**config.mk**
```make
export PLATFORM = sky130hd
export DESIGN_NAME = eps_sched
export DESIGN_NICKNAME = d
export VERILOG_FILES = /design/src/rtl/eps_sched.sv
export SDC_FILE = /design/constraint.sdc
export NUM_CORES = 1
export LEC_CHECK = 0
export ABC_AREA = 1
export BUFFER_PORTS_ARGS = -buffer_cell sky130_fd_sc_hd__clkbuf_2
export CAP_MARGIN = 10
export CORE_ASPECT_RATIO = 0.9
export CORE_MARGIN = 2
export CORE_UTILIZATION = 51
export CTS_CLUSTER_DIAMETER = 40
export CTS_CLUSTER_SIZE = 30
export DETAILED_ROUTE_END_ITERATION = 12
export PLACE_DENSITY = 0.79
export SYNTH_ARGS = -nofsm -noshare
export SYNTH_HDL_FRONTEND = slang
export SYNTH_SLANG_ARGS = --single-unit
```
**constraint.sdc**
```tcl
create_clock -name clk -period 2.15 [get_ports clk]
set_clock_uncertainty 0.15 [all_clocks]
set_input_delay 0.215 -clock clk [delete_from_list [all_inputs] [get_ports clk]]
set_output_delay 0.215 -clock clk [all_outputs]
set_load 0.005 [all_outputs]
```
**src/rtl/eps_sched.sv**
```systemverilog
`default_nettype none
// ============================================================================
// Module   : eps_sched
// Purpose  : Round-robin scheduler that shares one epsilon PRNG between NREQ
//            sampling units. It sequences PRNG seed loads (power-up and
//            on-demand reseeds) and, once the PRNG output is trusted, grants
//            at most one requester per cycle. Each grant carries the current
//            16-bit epsilon and the index of the granted requester.
// Ports    : clk, rst           - clock, synchronous active-high reset
//            req[NREQ]          - per-requester request, held until granted
//            gnt[NREQ]          - one-hot one-cycle grant pulse
//            eps_out[16]        - epsilon delivered with the grant
//            eps_valid          - high in the same cycle as any gnt bit
//            eps_id[IDW]        - index of the granted requester
//            reseed_req         - single-cycle reseed request (RUN only)
//            reseed_seed[5]     - seed captured with reseed_req
//            busy               - high while reseeding / settling
//            grant_count[16]    - wrapping count of grants since reset
//            prng_rst           - PRNG reset / seed-load strobe
//            prng_seed[5]       - PRNG seed value
//            prng_data[16]      - PRNG random output
// Option   : EPS_SIGN_EN - when defined, every second grant delivers the
//            two's-complement negation of prng_data (zero-mean epsilon).
// Revision : 1.0 - initial release
// ============================================================================
module eps_sched #(
    parameter int         NREQ         = 4,
    parameter int         IDW          = $clog2(NREQ),
    parameter logic [4:0] SEED_DEFAULT = 5'd3,
    parameter int         SETTLE       = 2
) (
    input  logic            clk,
    input  logic            rst,
    input  logic [NREQ-1:0] req,
    output logic [NREQ-1:0] gnt,
    output logic [15:0]     eps_out,
    output logic            eps_valid,
    output logic [IDW-1:0]  eps_id,
    input  logic            reseed_req,
    input  logic [4:0]      reseed_seed,
    output logic            busy,
    output logic [15:0]     grant_count,
    output logic            prng_rst,
    output logic [4:0]      prng_seed,
    input  logic [15:0]     prng_data
);

    localparam int                c_CW         = $clog2(SETTLE + 1);
    localparam logic [c_CW-1:0]   c_SETTLE_CNT = c_CW'(SETTLE);
    localparam logic [c_CW-1:0]   c_CNT_ONE    = c_CW'(1);

    typedef enum logic [1:0] {
        ST_RESEED = 2'd0,
        ST_SETTLE = 2'd1,
        ST_RUN    = 2'd2
    } state_t;

    state_t            r_state;
    logic [c_CW-1:0]   r_cnt;
    logic [IDW-1:0]    r_ptr;
    logic [NREQ-1:0]   r_gnt;
    logic              r_valid;
    logic [15:0]       r_eps;
    logic [IDW-1:0]    r_id;
    logic [15:0]       r_count;
    logic [4:0]        r_seed;

    logic [NREQ-1:0]   w_elig;
    logic              w_found;
    logic [IDW-1:0]    w_win;
    logic [IDW:0]      w_sum;
    logic [IDW-1:0]    w_next_ptr;
    logic [NREQ-1:0]   w_onehot;
    logic [15:0]       w_eps;

    // Last cycle's winner is masked so a lone requester cannot monopolise
    // consecutive PRNG values and every grant sees a fresh PRNG cycle.
    // The search walks upward from r_ptr with a wrap at NREQ-1.
    always_comb begin
        w_elig  = req & ~r_gnt;
        w_found = 1'b0;
        w_win   = '0;
        w_sum   = '0;
        for (int i = 0; i < NREQ; i++) begin
            w_sum = {1'b0, r_ptr} + (IDW+1)'(i);
            if (w_sum >= (IDW+1)'(NREQ)) begin
                w_sum = w_sum - (IDW+1)'(NREQ);
            end
            if (!w_found && w_elig[w_sum[IDW-1:0]]) begin
                w_found = 1'b1;
                w_win   = w_sum[IDW-1:0];
            end
        end
    end

    assign w_next_ptr = (w_win == IDW'(NREQ - 1)) ? '0 : w_win + IDW'(1);
    assign w_onehot   = NREQ'(1) << w_win;

`ifdef EPS_SIGN_EN
    logic r_tog;
    // Negation of 0 is 0, so the zero table entry stays unsigned-neutral.
    assign w_eps = r_tog ? (16'd0 - prng_data) : prng_data;
`else
    assign w_eps = prng_data;
`endif

    always_ff @(posedge clk) begin
        if (rst) begin
            r_state <= ST_RESEED;
            r_cnt   <= '0;
            r_ptr   <= '0;
            r_gnt   <= '0;
            r_valid <= 1'b0;
            r_eps   <= '0;
            r_id    <= '0;
            r_count <= '0;
            r_seed  <= SEED_DEFAULT;
`ifdef EPS_SIGN_EN
            r_tog   <= 1'b0;
`endif
        end else begin
            case (r_state)
                ST_RESEED: begin
                    r_gnt   <= '0;
                    r_valid <= 1'b0;
                    r_cnt   <= c_SETTLE_CNT;
                    r_state <= ST_SETTLE;
`ifdef EPS_SIGN_EN
                    r_tog   <= 1'b0;
`endif
                end
                ST_SETTLE: begin
                    r_gnt   <= '0;
                    r_valid <= 1'b0;
                    r_cnt   <= r_cnt - c_CNT_ONE;
                    if (r_cnt == c_CNT_ONE) begin
                        r_state <= ST_RUN;
                    end
                end
                ST_RUN: begin
                    if (reseed_req) begin
                        // Reseed wins over any pending request this cycle.
                        r_seed  <= reseed_seed;
                        r_state <= ST_RESEED;
                        r_gnt   <= '0;
                        r_valid <= 1'b0;
                    end else if (w_found) begin
                        r_gnt   <= w_onehot;
                        r_valid <= 1'b1;
                        r_id    <= w_win;
                        r_eps   <= w_eps;
                        r_ptr   <= w_next_ptr;
                        r_count <= r_count + 16'd1;
`ifdef EPS_SIGN_EN
                        r_tog   <= ~r_tog;
`endif
                    end else begin
                        r_gnt   <= '0;
                        r_valid <= 1'b0;
                    end
                end
                default: begin
                    r_state <= ST_RESEED;
                    r_gnt   <= '0;
                    r_valid <= 1'b0;
                end
            endcase
        end
    end

    assign gnt         = r_gnt;
    assign eps_valid   = r_valid;
    assign eps_out     = r_eps;
    assign eps_id      = r_id;
    assign grant_count = r_count;
    assign prng_seed   = r_seed;
    assign busy        = (r_state != ST_RUN);
    // Seed load is asserted during reset itself as well as in RESEED.
    assign prng_rst    = rst || (r_state == ST_RESEED);

endmodule
`default_nettype wire

```
==> results_dict.tcl <==
set metrics [dict create \
    overflow 0 \
    ys.flop_type "dfxtp_1" \
    r2r-end "r_ptr[1]" \
    required_ns 2.20 \
    status "completed" \
    crit_path_end "r_ptr[1]" \
    fin_ws_ns 0.171 \
    grtUsageMet1_pct 28.8 \
    slowest_stage "dfxtp_2" \
    rsz0062_at_grt "false" \
    die_area_um2 5540 \
    yosys.area.top_type "dfxtp_1" \
    yosys.area_share.simple_pct 35.5 \
    synth.distinct_cells 30 \
    core_um2 4800 \
    drv_cap 0 \
    boundaryPins 74 \
    async_flop_share_pct 0 \
    worstSetupEndpointType "flip-flop" \
    clk_latency_ns 0.30 \
    path_delay_family "simple AND/OR/NAND/NOR gates" \
    final_nets 462 \
    die_x_um 78.2 \
    tightest_slew_ns 0.457 \
    pre_cts_ws_ns 0.0654 \
    syn_inst 342 \
    worst_path_largest_cell_delay_ns 0.43 \
    grt_pass1_wl_um 9760 \
    cp_cell_sequence "inv_4 -> nand2_1 -> nand2_2 -> nand3_1 -> nand2_2 -> nand2_1 -> nand2_1 -> nand2_1 -> nand2_1 -> nor2_4 -> ha_1 -> o21ai_1 -> nor2_1" \
    finalMaxSlewViolations 0 \
    synth_xor_area_share_pct 4.16 \
    grtUsageMet3_pct 5.87 \
    muxShareOfSynthArea_pct 0 \
    critPathMaxFanout 8 \
    yosysMostFrequentCell "nor2_1" \
    finalHoldViolations 0 \
    synth.area.top_cells "dfxtp_1, nor2_1, nand3_1" \
    hp-class "input port to flip-flop" \
    critPathMostFrequentCell "nand2_1" \
    fin_util_pct 66.4 \
    yosys_warnings 0 \
    crit_path_start "r_ptr[0]" \
    drtPass1Iterations 4 \
    p_per_area_nw_per_um2 559 \
    fillerInstances 422 \
    root_buffer "clkbuf_8" \
    track_usage_pct 21.6 \
    start_util_pct 52.6 \
    synth_seq_area_share_pct 39.6 \
    path_depth 13 \
    start_kind "flip-flop" \
    synth_area_um2 2530 \
    met2_usage_pct 34.4 \
    detailedRoute.firstIterationViolations 236 \
    critPathBufInv 1 \
    die_h_um 70.8 \
    hpwl_um 4180 \
    clkTransAtPathRegs_ns 0.09 \
    synthAdderAreaFrac_pct 1.48 \
    setup_violations 0 \
    r2r_setup_slack_ns 0.17 \
    slew_headroom_pct 69.3 \
    vias_per_cell 4.87 \
    syn_to_final_growth_pct 26.1 \
    avgSynthCellArea_um2 7.39 \
    p_leak_nw 1.39 \
    fp-row-count 24 \
    ys_seq_elements 50 \
    antenna_cells 0 \
    synth_edf_count 0 \
    grt_max_degree 27 \
    drt.antenna.violating_nets 0 \
    yosys.area.top_type_share_pct 39.6 \
    grt_pass1_vias 2257 \
    synth_top_family_by_area "simple AND/OR/NAND/NOR gates" \
    ff2ff_path_depth 13 \
    num_vias 2422 \
    layout-drive-gt1-share_pct 30.8 \
    period_needed_ns 1.98 \
    fmax_mhz 505 \
    fin_setup_tns_ns 0 \
    rr_startpoint "r_ptr[0]" \
    htreeDepth 2 \
    drt-total-wl_um 5780 \
    drc 0 \
    portBuffers 73 \
    ir_drop_v 0.000372 \
    fin_crit_sh_pct 92.0 \
    cts_sinks 50 \
    cts_setup_buffers 0 \
    cts.path.max_buffers 2 \
    worstPathArrival_ns 2.02 \
    wl_per_cell_um 11.6 \
    grt.busiest_layer "met2" \
    cts_inserted_buffers 5 \
    synth_common_cells "nor2_1, nand2_1, dfxtp_1, nand3_1, inv_1" \
    antenna_found_initial 0 \
    path_class "flip-flop to flip-flop" \
    finalPower_mw 1.78 \
    synth_nets 373 \
    cts_tree "yes" \
    gp_congestion 0.958 \
    synth_compound_area_share_pct 10.8 \
]
through the flow:
stage	cells	hold WS, ns	area [um^2]
after floorplan	342	0.137	2530
after global placement	476	0.271	2950
after detailed placement	476	0.274	2950
after CTS	497	0.00109	3190
after global routing	497	0.0127	3190
final	497	0.00793	3190
worst min path at each step:
stage	start	end	slack [ns]	cells after the start
3_3_place_gp	reseed_seed[0]	prng_seed[0]	0.27	3
2_1_floorplan	rst	eps_valid	0.14	1
3_5_place_dp	reseed_seed[1]	prng_seed[1]	0.27	3
6_report	prng_data[5]	eps_out[5]	0.008	3
4_1_cts	prng_data[8]	eps_out[8]	0.001	3
5_1_grt	prng_data[12]	eps_out[12]	0.01	3
cell type report:
type	instances	area, um^2	area share [%]
clock buffers	6	72.6	2.28
inverters	27	104	3.26
clock inverters	2	37.5	1.18
flip-flops and latches	50	1000	31.5
multi-input cells	252	1310	41.2
repair buffers	95	576	18.1
well taps	65	81.3	2.55
repair_timing:
| action | 4_1_cts | 5_1_grt |
|---|---|---|
| hold endpoints to repair | 13 | 0 |
| endpoints found under the setup margin | 0 | 2 |
| resized for setup | 0 | 2 |
| hold buffers | 13 | 0 |
metal layers:
layer / wire length (um) / vias up
met5: 0 / -
met4: 82 / 0
met3: 363 / 11
met2: 2610 / 82
met1: 2730 / 1046
li1: - / 1283
cells in the final DEF (no fill, tap or decap), types with 13 or more instances in the layout:
master and instances:
nor2_1 61, nand2_1 56, o21ai_1 14, clkbuf_2 73, dlygate4sd3_1 13, dfxtp_1 48, a21oi_2 15, nand2_2 20
nand3_1 44, inv_1 25
cell families after synthesis:
family          after synthesis
simple gates                195
flops                        50
compound gates               42
buf+inv                      40
xor+xnor                     12
fa+ha+maj                     3
state kept, by name (all words and copies together) (netlist names):
signal / flops
eps_out: 16
r_state: 2
prng_seed: 5
r_cnt: 2
r_ptr: 2
eps_id: 2
grant_count: 16
eps_valid: 1
gnt: 4
report_power, final:
group / internal, mW / total, mW / switching, mW
sequential: 0.939 / 0.948 / 0.00894
combinational: 0.0775 / 0.174 / 0.0964
clock: 0.348 / 0.660 / 0.313
total: 1.36 / 1.78 / 0.418
worst min-delay path, stage by stage:
cell and delay (ns):
clkbuf_2 0.07, o21ai_1 0.05, nor2_1 0.08
(Power assumes the default switching activity.)
